[src/rtl/display_pkg.sv]
// Shared constants and state encoding for the multiplexed 7-segment display path.
package display_pkg;

   localparam int N_DIGITS = 8;
   localparam int DIGIT_W  = 3;
   localparam int NIBBLE_W = 4;

   typedef enum logic [1:0] {
      IDLE,
      BLANK,
      SHOW
   } scan_state_t;

endpackage

[src/rtl/lead_zero_mask.sv]
// Flags digits that are leading zeros of the displayed hex word.
// Digit 0 is never flagged, so a zero word still shows a single "0".
module lead_zero_mask
   import display_pkg::*;
(
   input  logic [N_DIGITS*NIBBLE_W-1:0] HEX_in,
   input  logic                         lz_suppress,
   output logic [N_DIGITS-1:0]          lz
);

   // A digit is a leading zero when it and every digit above it are zero.
   always_comb begin
      lz = '0;
      for (int i = 1; i < N_DIGITS; i++) begin
         lz[i] = lz_suppress && ((HEX_in >> (i*NIBBLE_W)) == '0);
      end
   end

endmodule

[src/rtl/display_scan_ctrl.sv]
// Time-multiplexed scan controller for an 8-digit 7-segment display.
// Each digit gets a blanking guard followed by a lit slot of fixed length.
module display_scan_ctrl
   import display_pkg::*;
#(
   parameter int ON_CYCLES    = 100000,
   parameter int BLANK_CYCLES = 1000
)
(
   input  logic                         clk,
   input  logic                         reset,
   input  logic                         enable,
   input  logic [N_DIGITS-1:0]          digit_mask,
   input  logic                         lz_suppress,
   input  logic [N_DIGITS*NIBBLE_W-1:0] HEX_in,
   output logic [DIGIT_W-1:0]           counter,
   output logic [N_DIGITS-1:0]          anodes,
   output logic                         blank,
   output logic                         digit_tick,
   output logic                         frame_tick
);

   localparam int MAX_CYCLES = (ON_CYCLES > BLANK_CYCLES) ? ON_CYCLES : BLANK_CYCLES;
   localparam int TIMER_W    = (MAX_CYCLES > 1) ? $clog2(MAX_CYCLES) : 1;
   localparam logic [TIMER_W-1:0] ON_LAST    = TIMER_W'(ON_CYCLES - 1);
   localparam logic [TIMER_W-1:0] BLANK_LAST = TIMER_W'(BLANK_CYCLES - 1);
   localparam logic [DIGIT_W-1:0] LAST_DIGIT = DIGIT_W'(N_DIGITS - 1);

   scan_state_t          state, stateNext;
   logic [TIMER_W-1:0]   timer, timerNext;
   logic [DIGIT_W-1:0]   counterNext;
   logic [N_DIGITS-1:0]  lzVec;
   logic                 visible;

   lead_zero_mask lzMask (
      .HEX_in      (HEX_in),
      .lz_suppress (lz_suppress),
      .lz          (lzVec)
   );

   always_ff @(posedge clk) begin
      if (reset) begin
         state   <= IDLE;
         timer   <= '0;
         counter <= '0;
      end else begin
         state   <= stateNext;
         timer   <= timerNext;
         counter <= counterNext;
      end
   end

   // The counter only advances on SHOW->BLANK so the nibble mux and
   // segment decoder settle while all anodes are off.
   always_comb begin
      stateNext   = state;
      timerNext   = timer;
      counterNext = counter;
      if (!enable) begin
         stateNext   = IDLE;
         timerNext   = '0;
         counterNext = '0;
      end else begin
         case (state)
            IDLE: begin
               stateNext   = BLANK;
               timerNext   = '0;
               counterNext = '0;
            end
            BLANK: begin
               if (timer == BLANK_LAST) begin
                  stateNext = SHOW;
                  timerNext = '0;
               end else begin
                  timerNext = timer + TIMER_W'(1);
               end
            end
            SHOW: begin
               if (timer == ON_LAST) begin
                  stateNext   = BLANK;
                  timerNext   = '0;
                  counterNext = counter + DIGIT_W'(1);
               end else begin
                  timerNext = timer + TIMER_W'(1);
               end
            end
            default: begin
               stateNext   = IDLE;
               timerNext   = '0;
               counterNext = '0;
            end
         endcase
      end
   end

   // Hidden digits keep their full slot so lit digits stay equally bright.
   always_comb begin
      visible    = (state == SHOW) && digit_mask[counter] && !lzVec[counter];
      anodes     = visible ? ~(N_DIGITS'(1) << counter) : '1;
      blank      = !visible;
      digit_tick = (state == SHOW) && (timer == ON_LAST);
      frame_tick = digit_tick && (counter == LAST_DIGIT);
   end

endmodule

[config.mk]
export PLATFORM = sky130hd
export DESIGN_NAME = display_scan_ctrl
export DESIGN_NICKNAME = d
export VERILOG_FILES = /design/src/rtl/display_pkg.sv /design/src/rtl/lead_zero_mask.sv /design/src/rtl/display_scan_ctrl.sv
export SDC_FILE = /design/constraint.sdc
export NUM_CORES = 1
export LEC_CHECK = 0
export BUFFER_PORTS_ARGS = -buffer_cell sky130_fd_sc_hd__buf_2
export CORE_MARGIN = 2
export CORE_UTILIZATION = 44
export DETAILED_ROUTE_END_ITERATION = 10
export HOLD_SLACK_MARGIN = 0.1
export PLACE_DENSITY = 0.75
export REMOVE_ABC_BUFFERS = 1
export SYNTH_ARGS = -nofsm -noshare
export SYNTH_HDL_FRONTEND = slang
export SYNTH_SLANG_ARGS = --single-unit
[constraint.sdc]
create_clock -name clk -period 1.9 [get_ports clk]
set_input_delay 0 -clock clk [delete_from_list [all_inputs] [get_ports clk]]
set_output_delay 0 -clock clk [all_outputs]
set_load 0.005 [all_outputs]
==> run metrics <==
max-slew violations=0; failing checks=setup timing; I/O pins=58; Setup violations, final=24; Synth top area share=between 20% and 30%; Finished Layout Cells=294; ys async rst share=0%; Area contributors post-synth=dfxtp_1 30%, ha_1 9.3%, xor2_1 5.9%; Clock Latency Late Sink=0.31 ns; Critical-path top delay cell=or4_4; pwr/cell area=~370 mW/mm^2; Core Box Area=roughly 0.0033 sq mm; die area=between 0.003 and 0.004 sq mm; register area=446.7 sq um; Final Hold Viols=0; final worst slack=-0.1644 ns; GRT overflow=0; register bit total from synthesis=22; vias in the first global route=1,470; Hold Path Class=primary input to flip-flop; pin count of the biggest net entering global routing=13; Max rail drop VDD=between 0.4 and 0.5 mV; layout cells sized above 1=47.18%; Routed WL=4128 microns; fill count=280; placed insts=about 290; IO Port Bufs=53; setup TNS=-3.267 ns; P&R area growth vs syn=47.88%; Least-Margin Pin Slew=approximately 0.56 ns; htree depth=1; CTS Sinks=22; Critical Path Start Type=flip-flop; starting DRC count in detailed routing=72; Post-synth EDFFs=0; status=complete, but fails checks; CTS tree=yes; clk root buf=clkbuf_4; Netlist cell types=40; period utilisation layout=108.7%; CP cell instances=or4_4 > o41a_1 > buf_4 > o211ai_4 > buf_6 > nor2_1; row count=21; global-route wire length before repair=6196 microns; FMAX=0.4844 GHz; antenna violations before repair=0; Lkg Pwr=0.8511 nW; fin nets=304; multi-input logic area=~0.0011 sq mm; Largest delay share family, worst path=compound AO/OA/AOI/OAI gates; CTS clk-pin slew, worst paths=0.13 ns; pre-CTS WS=-0.09322 ns; DIE WIDTH=61.88 microns; RSZ-0062 raised after global routing=true; register area share after synthesis=between 20% and 30%; post-route ant nets=0; Synth top cells by count=22 x dfxtp_1, 17 x nor2_1, 11 x ha_1; CTS Buffer Depth=2; die height=61.88 microns; critical path endpoint category=flip-flop; most common cell in the netlist=dfxtp_1; Clock Skews=roughly 0.0074 ns; crit-path max cell delay=0.56 ns; gr usage total=21.69%; starting density of the core=44.88%; gpl congestion=0.8138; yosys warns=0; Main synth FF type=dfxtp_1; CTS buffer count=3; DRC=0; Yosys top cell by area=dfxtp_1; HPWL after DPL=3015 microns; Req. time, crit path=2.11 ns; crit path DAT=2.28 ns; via count=1,636; CP bufs+invs=2; Slew headroom=62.91%; vias per cell=about 5.6; syn avg cell area=approximately 9 sq um; CP max FO=8; Gate Count Post-Synth=168; n_diodes=0; Routed wire per std cell=14.04 microns; crit path kind=flip-flop to flip-flop; Max Cap Viol=0; fin crit period=2.064 ns; Synth Cell Area=0.001474 sq mm; number of detailed-route iterations in the first pass=4; Final Core Density=66.36%
area by class of cell:
type | instances | area share, %
multi-input combinational | 135 | 51.26
timing repair buffer | 81 | 22.90
sequential | 22 | 20.49
tap | 46 | 2.641
clock buffer | 4 | 1.665
inverter | 6 | 1.033
metrics by stage:
| step | power (mW) | hold WS (ns) | area (sq um) |
|---|---|---|---|
| after floorplan | 0.4997 | 0.2173 | 1454 |
| after global placement | 0.5449 | 0.3827 | 1949 |
| after detailed placement | 0.5463 | 0.3794 | 1949 |
| after CTS | 0.8169 | 0.1470 | 2147 |
| after global routing | 0.8391 | 0.1716 | 2180 |
| final | 0.8098 | 0.1564 | 2180 |
state kept, by name, summed over array words and instances, names as in the netlist:
name     count
counter      3
state        2
timer       17
worst reg2reg max path, cell delays in order (launching register included):
cell      delay (ns)
dfxtp_2         0.34
or4_4           0.56
o41a_1          0.46
buf_4           0.16
o211ai_4        0.21
buf_6           0.18
nor2_1          0.05
final timing paths:
kind                                start    endpoint  slack, ns  depth (start not counted)
worst min-delay path                reset  counter[1]       0.16                          3
worst max register to register  timer[12]    timer[6]      -0.16                          6
worst min register to register   timer[0]    timer[0]       0.54                          2
worst max-delay path            timer[12]    timer[6]      -0.16                          6
power by group:
part / internal, mW / switching [mW]
combinational: 0.0523 / 0.0327
clock: 0.117 / 0.145
sequential: 0.461 / 0.00155
total: 0.630 / 0.179
cells in the final DEF, fill, tap and decap left out, types with 4 or more instances in the layout:
cell     netlist  routed
a21oi_2        0       4
and3_4         0       4
and4_1         4       4
buf_2          1      53
buf_4          0      21
buf_6          0       5
dfxtp_1       22      19
ha_1          11      11
inv_1          6       6
mux2_4         0       4
nand2_1        4       4
nand3_1        6       6
nand4_1       10      10
nor2_1        17       9
nor2_2         0       8
nor4_1         5       4
o21ai_0        5       5
or4_1          6       6
xor2_1        10      10
repair_timing:
item                                    in CTS  in global routing
gates resized for setup                     27                 11
hold buffers                                 2                  0
buffers inserted                             2                  0
gates cloned                                 1                  0
pin swaps                                   21                  5
endpoints found under the setup margin      32                 29
hold endpoints to repair                     2                  0
kinds of logic (layout without fill, tap and decap cells):
logic type | Yosys count | after routing | share of synthesized area [%]
AOI/OAI and AO/OA | 30 | 30 | 15.19
xor gates and xnor gates | 11 | 11 | 6.536
adders and majority gates | 11 | 11 | 9.338
buffers and inverters | 11 | 91 | 2.886
DFF | 22 | 22 | 29.88
muxes | 5 | 5 | 4.584
and+or+nand+nor | 78 | 78 | 31.58
layer usage:
metal / up-vias / part of all wire (%) / wire [microns] / global-route usage, %
li1: 810 / - / - / -
met1: 753 / 41 / 1690 / 23.16
met2: 63 / 51 / 2114 / 42.86
met3: 10 / 5.6 / 233 / 1.656
met4: 0 / 2.2 / 90 / 9.422
met5: - / 0 / 0 / 0
No activity file was read; power rests on OpenSTA's default activity.
